<file path="src/rtl/pwl_act_seq.sv">
// pwl_act_seq: piecewise-linear sigmoid/tanh unit working on one sample at a time.
// It runs a binary search over an external breakpoint table, then computes y = a*|x| + b
// and applies the sign fix. Latency is fixed at 2*SW+5 cycles from accept to OUT_valid.
// Optional build macro: PWL_ROUND_EN. When it is defined, dropped product LSBs are
// rounded half-up. When it is undefined, they are truncated toward -inf.
module pwl_act_seq #(
  parameter int xDW  = 24,
  parameter int xFL  = 14,
  parameter int oDW  = 24,
  parameter int oFL  = 14,
  parameter int aDW  = 18,
  parameter int aFL  = 17,
  parameter int bDW  = 18,
  parameter int bFL  = 17,
  parameter int SW   = 8,
  parameter int XMAX = 16 << xFL
) (
  input  logic           clk,
  input  logic           rst,
  input  logic           IN_valid,
  output logic           IN_ready,
  input  logic           mode,
  input  logic [xDW-1:0] x_IN,
  output logic           tbl_rd,
  output logic           tbl_mode,
  output logic [SW-1:0]  tbl_addr,
  input  logic [xDW-1:0] tbl_bp,
  input  logic [aDW-1:0] tbl_a,
  input  logic [bDW-1:0] tbl_b,
  output logic [oDW-1:0] OUT,
  output logic           OUT_valid
);

  // The datapath width holds the full product plus the aligned intercept with headroom.
  localparam int PW    = aDW + xDW;
  localparam int WW    = PW + bDW + 2;
  localparam int SH    = aFL + xFL - oFL;
  localparam int BSH   = bFL - oFL;
  localparam int KW    = (SW > 1) ? $clog2(SW) : 1;
  localparam int RNDSH = (SH > 0) ? SH - 1 : 0;

  localparam logic [WW-1:0]  ONE    = WW'(1) << oFL;
  localparam logic [xDW-1:0] XMAX_V = xDW'(XMAX);
  localparam logic [xDW-1:0] XNEG   = {1'b1, {(xDW-1){1'b0}}};
  localparam logic [xDW-1:0] XPOS   = {1'b0, {(xDW-1){1'b1}}};
`ifdef PWL_ROUND_EN
  localparam logic [WW-1:0]  RND    = (SH > 0) ? (WW'(1) << RNDSH) : '0;
`else
  localparam logic [WW-1:0]  RND    = '0;
`endif
  localparam logic signed [WW:0] OMAX = $signed({{(WW+2-oDW){1'b0}}, {(oDW-1){1'b1}}});
  localparam logic signed [WW:0] OMIN = -OMAX - 1;

  typedef enum logic [2:0] {S_IDLE, S_CAP, S_SEARCH, S_FETCH, S_MUL, S_FIN} state_t;

  state_t          state;
  logic            phase;      // 0 = issue/read cycle, 1 = compare/capture cycle
  logic [KW-1:0]   bit_k;
  logic [SW-1:0]   idx;
  logic [xDW-1:0]  x_r;
  logic [xDW-1:0]  ax_r;
  logic            neg_r;
  logic            sat_r;
  logic [aDW-1:0]  a_r;
  logic [bDW-1:0]  b_r;

  logic [xDW-1:0]  ax_nx;
  logic [SW-1:0]   idx_nx;
  logic [WW-1:0]   p_full, p_sh, b_ext, b_al, y;
  logic signed [WW:0] ys, res;
  logic [oDW-1:0]  out_nx;

  // |x|. The most-negative code has no positive twin, so it folds to the largest positive value.
  always_comb begin
    ax_nx = x_r;
    if (x_r[xDW-1]) ax_nx = (x_r == XNEG) ? XPOS : (xDW'(0) - x_r);
  end

  // Search step: keep the probe when its breakpoint does not exceed |x|.
  always_comb begin
    idx_nx = idx;
    if ($signed(tbl_bp) <= $signed(ax_r)) idx_nx = tbl_addr;
  end

  // Intercept alignment from bFL to oFL. Extra fraction bits are truncated.
  assign b_ext = {{(WW-bDW){1'b0}}, b_r};
  generate
    if (BSH >= 0) begin : g_bdn
      assign b_al = b_ext >> BSH;
    end else begin : g_bup
      assign b_al = b_ext << (-BSH);
    end
  endgenerate

  // Product, optional rounding, sign fix and clamp. The result is registered into OUT.
  always_comb begin
    p_full = {{(WW-aDW){1'b0}}, a_r} * {{(WW-xDW){1'b0}}, ax_r};
    p_sh   = (p_full + RND) >> SH;
    y      = sat_r ? ONE : (p_sh + b_al);
    ys     = $signed({1'b0, y});
    res    = ys;
    if (neg_r) res = tbl_mode ? -ys : ($signed({1'b0, ONE}) - ys);
    if (res > OMAX)      out_nx = {1'b0, {(oDW-1){1'b1}}};
    else if (res < OMIN) out_nx = {1'b1, {(oDW-1){1'b0}}};
    else                 out_nx = res[oDW-1:0];
  end

  // Control FSM. Every table strobe and output is registered here.
  // FIN is the result cycle, and it also accepts the next sample.
  always_ff @(posedge clk or negedge rst) begin
    if (!rst) begin
      state     <= S_IDLE;
      phase     <= 1'b0;
      bit_k     <= '0;
      idx       <= '0;
      x_r       <= '0;
      ax_r      <= '0;
      neg_r     <= 1'b0;
      sat_r     <= 1'b0;
      a_r       <= '0;
      b_r       <= '0;
      IN_ready  <= 1'b1;
      tbl_rd    <= 1'b0;
      tbl_mode  <= 1'b0;
      tbl_addr  <= '0;
      OUT       <= '0;
      OUT_valid <= 1'b0;
    end else begin
      OUT_valid <= 1'b0;
      case (state)
        S_IDLE, S_FIN: begin
          if (IN_valid) begin
            x_r      <= x_IN;
            tbl_mode <= mode;
            IN_ready <= 1'b0;
            state    <= S_CAP;
          end else begin
            state    <= S_IDLE;
          end
        end
        S_CAP: begin
          ax_r     <= ax_nx;
          neg_r    <= x_r[xDW-1];
          sat_r    <= (ax_nx >= XMAX_V);
          idx      <= '0;
          bit_k    <= KW'(SW - 1);
          phase    <= 1'b0;
          tbl_rd   <= 1'b1;
          tbl_addr <= SW'(1) << (SW - 1);
          state    <= S_SEARCH;
        end
        S_SEARCH: begin
          if (!phase) begin
            tbl_rd <= 1'b0;
            phase  <= 1'b1;
          end else begin
            idx    <= idx_nx;
            phase  <= 1'b0;
            tbl_rd <= 1'b1;
            if (bit_k == '0) begin
              tbl_addr <= idx_nx;          // final segment read for a/b
              state    <= S_FETCH;
            end else begin
              tbl_addr <= idx_nx | (SW'(1) << (bit_k - 1'b1));
              bit_k    <= bit_k - 1'b1;
            end
          end
        end
        S_FETCH: begin
          if (!phase) begin
            tbl_rd <= 1'b0;
            phase  <= 1'b1;
          end else begin
            a_r   <= tbl_a;
            b_r   <= tbl_b;
            phase <= 1'b0;
            state <= S_MUL;
          end
        end
        S_MUL: begin
          OUT       <= out_nx;
          OUT_valid <= 1'b1;
          IN_ready  <= 1'b1;
          state     <= S_FIN;
        end
        default: state <= S_IDLE;
      endcase
    end
  end

endmodule
</file>
<file path="config.mk">
export PLATFORM = sky130hd
export DESIGN_NAME = pwl_act_seq
export DESIGN_NICKNAME = d
export VERILOG_FILES = /design/src/rtl/pwl_act_seq.sv
export SDC_FILE = /design/constraint.sdc
export NUM_CORES = 1
export LEC_CHECK = 0
export BUFFER_PORTS_ARGS = -buffer_cell sky130_fd_sc_hd__buf_2
export CORE_UTILIZATION = 55
export DETAILED_ROUTE_END_ITERATION = 16
export GPL_ROUTABILITY_DRIVEN = 0
export HOLD_SLACK_MARGIN = 0.05
export MAX_ROUTING_LAYER = met4
export PLACE_DENSITY = 0.73
export SLEW_MARGIN = 20
export SYNTH_ARGS = -nofsm -noshare
export SYNTH_HDL_FRONTEND = slang
export SYNTH_SLANG_ARGS = --single-unit
export TNS_END_PERCENT = 5
</file>
<file path="constraint.sdc">
create_clock -name clk -period 13.5 [get_ports clk]
set_input_delay 2.7 -clock clk [delete_from_list [all_inputs] [get_ports clk]]
set_output_delay 2.7 -clock clk [all_outputs]
set_load 0.01 [all_outputs]
</file>
==> results of run 1 <==
synthesized netlist by cell type, types with 21 or more instances:
cell type,instances
dfrtp_1,133
nand3_1,23
clkbuf_1,131
fa_1,351
and2_1,176
o21ai_0,97
nand4_1,23
nand2_1,367
inv_1,458
a21oi_1,92
xnor2_1,52
nor2_1,97
ha_1,163
a31oi_1,21
a21o_1,23
nor3_1,25
o211ai_1,23
mux2_2,58
cells by family after synthesis:
logic type      Yosys count  share of synthesized area (%)
fa+ha+maj               516                           39.9
xor+xnor                 72                           2.83
compound gates          388                           11.4
flops                   134                           14.7
simple gates            825                           17.7
mux                      65                           3.18
buf+inv                 607                           10.2
final cells by class:
cell class | instances | area [um2] | area share (%)
multi-input cells | 1866 | 17100 | 70.8
flip-flops and latches | 134 | 3350 | 13.9
inverters | 458 | 1720 | 7.12
repair buffers | 136 | 727 | 3.01
well taps | 532 | 666 | 2.76
clock buffers | 19 | 443 | 1.83
clock inverters | 13 | 123 | 0.508
diodes | 4 | 10.0 | 0.0415
worst reg2reg max path, delay by kind of cell, from the launching register on:
family | cells | cell delay, ns
xor+xnor | 1 | 0.19
buf+inv | 5 | 0.33
fa+ha+maj | 9 | 3.88
mux | 1 | 0.56
compound gates | 13 | 3.43
flops | 1 | 1.09
simple gates | 12 | 2.81
how the worst max path moves through the flow:
stage | endpoint | slack [ns] | depth (start not counted)
6_report | OUT[3] | 1.04 | 41
3_5_place_dp | OUT[6] | 1.27 | 41
3_3_place_gp | OUT[3] | 1.47 | 41
2_1_floorplan | OUT[12] | 2.93 | 46
4_1_cts | OUT[0] | 1.23 | 41
5_1_grt | OUT[12] | 0.33 | 40
per-stage QoR:
stage / worst slack [ns] / util [%] / cells / cell area [um2] / hold WS, ns
2_1_floorplan: 2.93 / - / 2607 / 22800 / 0.458
3_3_place_gp: 1.47 / 57.7 / 3125 / 23600 / 0.473
3_5_place_dp: 1.27 / 57.7 / 3125 / 23600 / 0.477
4_1_cts: 1.23 / 59.1 / 3157 / 24100 / 0.490
5_1_grt: 0.331 / 59.1 / 3161 / 24100 / 0.504
6_report: 1.04 / 59.1 / 3162 / 24100 / 0.485
sequential cells by signal, indices dropped and copies added (netlist names):
signal,cells
a_r,18
IN_ready,1
idx,8
ax_r,24
sat_r,1
phase,1
OUT_valid,1
OUT,24
state,3
tbl_rd,1
tbl_addr,8
bit_k,3
neg_r,1
x_r,24
tbl_mode,1
b_r,15
routing by layer:
metal	track usage, %	up-vias
met1	36.7	9144
met3	5.40	156
met2	50.5	710
met5	-	-
met4	12.6	0
li1	-	8313
==> run metrics, run 1 <==
outcome=complete, no violations; Post-synth EDFFs=0; worst path arrival time=roughly 13 ns; synthesized net count=3,209; met3 WL=4130 um; row count=74; Yosys cell types=88; Avg Inst Size Synth=8.73 um2; post-CTS resize count=0; synth top area cells=fa_1 (31%), dfrtp_1 (15%), ha_1 (9.0%), inv_1 (7.6%), nand2_1 (6.1%); die area=42,200 um2; Final Hold Viols=0; critical path class=flop to flop; Post-CTS Hold Fix Bufs=0; Main synth FF type=dfrtp_1; YS warnings=0; # setup viols final=0; 1st-iter DRT viols=1,330; antenna violations before repair=3; vias=18,323; Post-Route Setup TNS=0 ns; DRC Markers=0; core area=40,800 um2; Final Routed Wirelength=58,700 um; CTS tree=done; cell mode on critical path=fa_1; Ports=124; top-area cell type share of the netlist area=30.9%; delay-heaviest family, CP=adder cells; HPWL after DPL=approximately 45,000 um; initial core utilization=55.7%; worst hold start=IN_ready; R2R cell count=between 40 and 50; CTS clk-pin slew, worst paths=0.06 ns; wire per inst=18.5 um; antenna viol nets, final=0; Tcrit/Tclk final=roughly 92%; worst hold stages=2; met1 wire length=23,200 um; Async SR Flop Fraction=between 90% and 100%; reg-to-reg endpoint=OUT[3]; GRT Util Overall=30.5%; leading area contributor after synthesis=fa_1; worst rel slew slack=24.3%; most frequent cells in the layout=inv_1 (458), nand2_1 (367), fa_1 (351), and2_1 (176), ha_1 (163); CP max-delay cell=dfrtp_1; Layout area overhead=6.07%; PortBufs=120; number of cells produced by synthesis=2,607; chip width=205 um; crit path from=a_r[3]; Post-CTS Setup Inserts=0; Layout fillers=3,506; fmax=0.0803 GHz; CP required=13.78 ns; number of global-route vias before repair=19,502; worst slew pin tran=~1.1 ns; fin crit period=12.46 ns; Worst Skew=about 0.017 ns; clk buf depth=2; # nets final=3,215; pin count of the biggest net entering global routing=70; gr ovfl total=0; global-route wire length before repair=97,600 um; CTS Sinks=134; Clk Latency, worst-skew pair=0.46 ns; vias per cell=5.79; Critical Path End Type=flop; R2R Path Start=a_r[3]; mapped cell area=22,800 um2; startpoint types=flop; met2 wire length=29,100 um; Num CTS Buffers=17; commonest non-fill, non-tap cell in the layout=inv_1; clock root buffer=clkbuf_16; Worst Hold Class=flop to flop; H-tree levels=4; 1st-pass router iterations=6; Max Cap Viol=0; #FFs+latches synth=134; CP Buf/Inv Count=5; Die Y=205 um; Top Metal Used=met4; crit path max fanout=25; Reg2Reg Setup Slack=1.04 ns; fraction of layout cells with a size suffix above 1=9.90%; Slew Viols, Final=0; sequential cell area fraction in the yosys report=14.7%; largest stage delay on the critical path=1.09 ns; Endpoint, Worst Hold=IN_ready; RSZ-0062 raised after global routing=false
Power of run 1 is not shown: default switching activity piles up to over one toggle a cycle in this logic, so the estimate is an artifact.
==> run 2: changes to the inputs <==
--- a/config.mk
+++ b/config.mk
@@ -11,7 +11,7 @@
 export GPL_ROUTABILITY_DRIVEN = 0
 export HOLD_SLACK_MARGIN = 0.05
 export MAX_ROUTING_LAYER = met4
-export PLACE_DENSITY = 0.73
+export PLACE_DENSITY = 0.72
 export SLEW_MARGIN = 20
 export SYNTH_ARGS = -nofsm -noshare
 export SYNTH_HDL_FRONTEND = slang
==> constraint.sdc (replaced) <==
create_clock -name clk -period 12.6 [get_ports clk]
set_input_delay 2.52 -clock clk [delete_from_list [all_inputs] [get_ports clk]]
set_output_delay 2.52 -clock clk [all_outputs]
set_load 0.01 [all_outputs]
==> run 2 against run 1 <==
Effect of this change: fmax is 3.3% higher; final area up 0.43%; core utilization rose by 0.25 points; first-iteration DRC count rose by 17%; highest routed layer unchanged.
==> run metrics, run 2 (same netlist as run 1, synthesis figures left out) <==
gr busiest metal=met2; CP required=12.92 ns (-0.86 ns); number of global-route vias before repair=19,790 (+1.5%); WHS=0.491 ns (+0.00562 ns); Final Routed Wirelength=59,100 um (+0.78%); DRC Markers=0 (unchanged); Final Hold Viols=0 (unchanged); Worst Skew=0.0114 ns (-0.00510 ns); CP max-delay cell=dfrtp_1; met3 usage=4.24% (-1.2 points); antenna violations before repair=2 (-1); wire per inst=18.6 um (+0.52%); antenna viol nets, final=0 (unchanged); largest stage delay on the critical path=0.77 ns (-0.32 ns); met2 Usage GRT=50.8% (+0.27 points); HPWL after DPL=45,800 um (+2.8%); outcome=complete, no violations; Critical Path End Type=flop; Clk Latency, worst-skew pair=0.45 ns (about the same); RSZ-0062 raised after global routing=false; clock root buffer=clkbuf_16; Die Y=205 um (unchanged); PortBufs=120 (unchanged); Post-CTS Setup Inserts=0 (unchanged); 1st-iter DRT viols=1,552 (+17%); Worst Hold Class=flop to flop; vias=18,443 (+0.65%); Placed Instance Area=23,600 um2 (+0.35%); crit path max fanout=25 (unchanged); H-tree levels=4 (unchanged); worst rel slew slack=29.3% (+5.0 points); CTS clk-pin slew, worst paths=0.07 ns (about the same); gr ovfl total=0 (unchanged); fin crit period=12.06 ns (-0.401 ns); commonest non-fill, non-tap cell in the layout=inv_1; design area=24,200 um2 (+0.43%); # nets final=3,225 (+0.31%); biggest regs=OUT x24, ax_r x24, x_r x24; fmax=0.0829 GHz (+3.3%); clk buf depth=2 (unchanged); fraction of layout cells with a size suffix above 1=10.4% (+0.46 points); post-CTS resize count=0 (unchanged); # setup viols final=0 (unchanged); worst path arrival time=12.38 ns (-0.36 ns); Layout area overhead=6.53%; startpoint types=flop; Layout Utilization=59.4% (+0.25 points); worst slew pin tran=1.06 ns (-0.0752 ns); cell mode on critical path=fa_1; 1st-pass router iterations=6 (unchanged); Tcrit/Tclk final=95.7% (+3.4 points); Num CTS Buffers=17 (unchanged); Ports=124 (unchanged); GRT Util Overall=31.1% (+0.59 points); CTS tree=done; Post-Route Setup TNS=0 ns (unchanged); initial core utilization=55.7% (unchanged); die area=42,200 um2 (unchanged); global-route wire length before repair=99,200 um (+1.6%); chip width=205 um (unchanged); grt met1 use=38.5% (+1.9 points); vias per cell=5.82 (+0.40%); Max Cap Viol=0 (unchanged); core area=40,800 um2 (unchanged); pin count of the biggest net entering global routing=50 (-29%); critical path class=flop to flop; Slew Viols, Final=0 (unchanged); most frequent cells in the layout=inv_1 (458), nand2_1 (367), fa_1 (351), and2_1 (176), ha_1 (163); row count=74 (unchanged); Post-CTS Hold Fix Bufs=0 (unchanged); CTS Sinks=134 (unchanged)
[run 2: routing by layer]
metal	wire (um)	part of all wire [%]
met5	0	0
met4	2370	4.0
met3	3920	6.6
met2	28900	49
met1	23900	40
[run 2: layout make-up]
| cell class | count | area [um2] |
|---|---|---|
| antenna | 2 | 5.00 |
| multi-input combinational | 1866 | 17100 |
| clock inverter | 11 | 114 |
| sequential | 134 | 3360 |
| clock buffer | 21 | 480 |
| inverter | 458 | 1720 |
| tap | 532 | 666 |
| fill | 3513 | 16600 |
| timing repair buffer | 146 | 802 |
[run 2: critical path, delay by kind of cell (launching register included)]
| family | cells | cell delay [ns] |
|---|---|---|
| compound gates | 11 | 2.52 |
| xor+xnor | 1 | 0.18 |
| fa+ha+maj | 9 | 4.06 |
| buf+inv | 6 | 0.59 |
| flops | 1 | 0.77 |
| mux | 1 | 0.46 |
| simple gates | 14 | 3.31 |
[run 2: final timing paths]
| kind | start | end | slack, ns | cells past startpoint |
|---|---|---|---|---|
| setup / recovery | a_r[8] | OUT[12] | 0.54 | 42 |
| hold reg to reg | OUT[23] | OUT[23] | 0.49 | 2 |
| setup reg to reg | a_r[8] | OUT[12] | 0.54 | 42 |
| hold / removal | OUT[23] | OUT[23] | 0.49 | 2 |
| min in group asynchronous | rst | b_r[7] | 2.00 | 1 |
| max in group asynchronous | rst | a_r[12] | 8.95 | 3 |
[run 2: through the flow]
step	setup WS (ns)	cells
floorplan	2.03	2607
global placement	0.909	3136
detailed placement	0.727	3136
CTS	0.688	3168
global route	0.0629	3170
finish	0.544	3170
Power of run 2 is left out for the same reason.
==> run 3: changes to the inputs <==
--- a/config.mk
+++ b/config.mk
@@ -5,6 +5,7 @@
 export SDC_FILE = /design/constraint.sdc
 export NUM_CORES = 1
 export LEC_CHECK = 0
+export ABC_AREA = 1
 export BUFFER_PORTS_ARGS = -buffer_cell sky130_fd_sc_hd__buf_2
 export CORE_UTILIZATION = 55
 export DETAILED_ROUTE_END_ITERATION = 16
==> run 3 against run 2 <==
Effect of this change: clock skew increased by 0.013 ns; setup slack improved by 2.1 ns; non-clock buffer count shrank 7; critical endpoint is now OUT[0].
==> run metrics, run 3 <==
# setup viols final=0 (unchanged); fin crit period=9.98 ns (-2.08 ns); startpoint types=flop; clk buf depth=2 (unchanged); fmax=0.100 GHz (+21%); Critical Path End Type=flop; 1st-iter DRT viols=1,436 (-7.5%); Avg Inst Size Synth=7.30 um2 (-16%); sequential cell area fraction in the yosys report=14.4% (-0.37 points); worst slew pin tran=1.12 ns (+0.0554 ns); top-area cell type share of the netlist area=30.1% (-0.77 points); largest stage delay on the critical path=1.07 ns (+0.30 ns); CP max-delay cell=dfrtp_1; critical path class=flop to flop; PortBufs=120 (unchanged); fraction of layout cells with a size suffix above 1=7.81% (-2.5 points); vias=19,983 (+8.4%); CTS tree=done; DRC Markers=0 (unchanged); Async SR Flop Fraction=100% (unchanged); clock root buffer=clkbuf_16; Slew Viols, Final=0 (unchanged); Tcrit/Tclk final=79.2% (-16 points); Layout fillers=3,802 (+8.2%); Final Routed Wirelength=59,900 um (+1.3%); Layout area overhead=6.37%; worst hold stages=2 (unchanged); commonest non-fill, non-tap cell in the layout=nand2_1; number of cells produced by synthesis=3,199 (+23%); vias per cell=5.29 (-9.1%); mapped cell area=23,300 um2 (+2.6%); Post-Route Setup TNS=0 ns (unchanged); die area=43,300 um2 (+2.5%); worst rel slew slack=25.6% (-3.7 points); Max Cap Viol=0 (unchanged); chip width=208 um (+1.3%); CTS clk-pin slew, worst paths=0.09 ns (+0.02 ns); Post-CTS Hold Fix Bufs=0 (unchanged); initial core utilization=55.7% (-0.088 points); leading area contributor after synthesis=fa_1; Ports=124 (unchanged); Die Y=208 um (+1.3%); crit path max fanout=25 (unchanged); Worst Skew=0.0249 ns (+0.0135 ns); antenna violations before repair=1 (-1); YS warnings=0 (unchanged); number of global-route vias before repair=21,098 (+6.6%); core area=41,900 um2 (+2.7%); Post-CTS Setup Inserts=0 (unchanged); gr ovfl total=0 (unchanged); Synth top cells by count=nand2_1 (993), inv_1 (806), fa_1 (351); Worst Hold Class=flop to flop; pin count of the biggest net entering global routing=78 (+56%); Main synth FF type=dfrtp_1; most frequent cells in the layout=nand2_1 (992), inv_1 (806), fa_1 (351), ha_1 (163), nor2_1 (140); 1st-pass router iterations=5 (-1); HPWL after DPL=47,200 um (+3.0%); Yosys cell types=58 (-34%); RSZ-0062 raised after global routing=false; Num CTS Buffers=17 (unchanged); Clk Latency, worst-skew pair=0.49 ns (+0.04 ns); count leader, synth=nand2_1; GRT Util Overall=30.7% (-0.37 points); outcome=complete, no violations; synth top area cells=fa_1 (30%), nand2_1 (16%), dfrtp_1 (14%), inv_1 (13%), ha_1 (8.7%); wire per inst=15.8 um (-15%); cell mode on critical path=nand2_1; R2R cell count=44 (+4.8%); Post-synth EDFFs=0 (unchanged); antenna viol nets, final=0 (unchanged); CTS Sinks=134 (unchanged); CP required=12.96 ns (+0.04 ns); #FFs+latches synth=134 (unchanged); Final Hold Viols=0 (unchanged); post-CTS resize count=0 (unchanged); biggest regs=OUT x24, ax_r x24, x_r x24; # nets final=3,829 (+19%); global-route wire length before repair=103,000 um (+3.7%); worst path arrival time=10.34 ns (-2.04 ns); synthesized net count=3,801 (+18%); H-tree levels=4 (unchanged); row count=75 (+1.4%)
## run 3: per-layer routing
metal / GRT usage, % / part of all wire [%] / vias up
met2: 49.9 / 48 / 725
met3: 6.22 / 7.4 / 129
met1: 37.2 / 41 / 9747
met4: 13.1 / 3.4 / 0
met5: - / 0 / -
li1: - / - / 9382
## run 3: logic make-up after synthesis
kind of cell / after synthesis / synth area share, %
fa+ha+maj: 514 / 38.8
compound gates: 216 / 5.39
flops: 134 / 14.4
buf+inv: 947 / 15.4
mux: 32 / 1.54
simple gates: 1302 / 22.4
xor+xnor: 54 / 2.03
## run 3: worst max-delay path: cells and delay by family (launching register included)
| family | cells | cell delay (ns) |
|---|---|---|
| XOR/XNOR | 1 | 0.39 |
| buffers and inverters | 8 | 0.54 |
| flip-flops | 1 | 1.07 |
| adder cells (fa/ha/maj) | 10 | 4.32 |
| AND/OR/NAND/NOR | 22 | 2.89 |
| AO/OA/AOI/OAI | 3 | 0.64 |
## run 3: layout make-up
| type | count | area, um2 | share of cell area (%) |
|---|---|---|---|
| diodes | 1 | 2.50 | 0.0101 |
| inverters | 817 | 3070 | 12.4 |
| repair buffers | 139 | 749 | 3.02 |
| multi-input cells | 2118 | 16400 | 66.1 |
| clock buffers | 18 | 439 | 1.77 |
| well taps | 539 | 674 | 2.72 |
| flip-flops and latches | 134 | 3360 | 13.5 |
| clock inverters | 14 | 139 | 0.559 |
## run 3: final timing paths
kind	end	slack (ns)	from
worst max-delay path	OUT[0]	2.62	a_r[5]
worst min-delay path	IN_ready	0.47	IN_ready
worst max register to register	OUT[0]	2.62	a_r[5]
worst min register to register	IN_ready	0.47	IN_ready
max in group asynchronous	a_r[12]	9.20	rst
min in group asynchronous	a_r[8]	2.04	rst
## run 3: stage by stage
stage / setup slack [ns] / instances / hold slack (ns) / cell area [um2] / utilization, %
5_1_grt: 1.99 / 3780 / 0.486 / 24800 / 59.2
6_report: 2.62 / 3780 / 0.465 / 24800 / 59.2
2_1_floorplan: 4.23 / 3199 / 0.445 / 23300 / -
3_5_place_dp: 2.80 / 3747 / 0.456 / 24200 / 57.8
4_1_cts: 2.73 / 3779 / 0.467 / 24800 / 59.2
3_3_place_gp: 2.91 / 3747 / 0.455 / 24200 / 57.8
Power of run 3 is left out for the same reason.
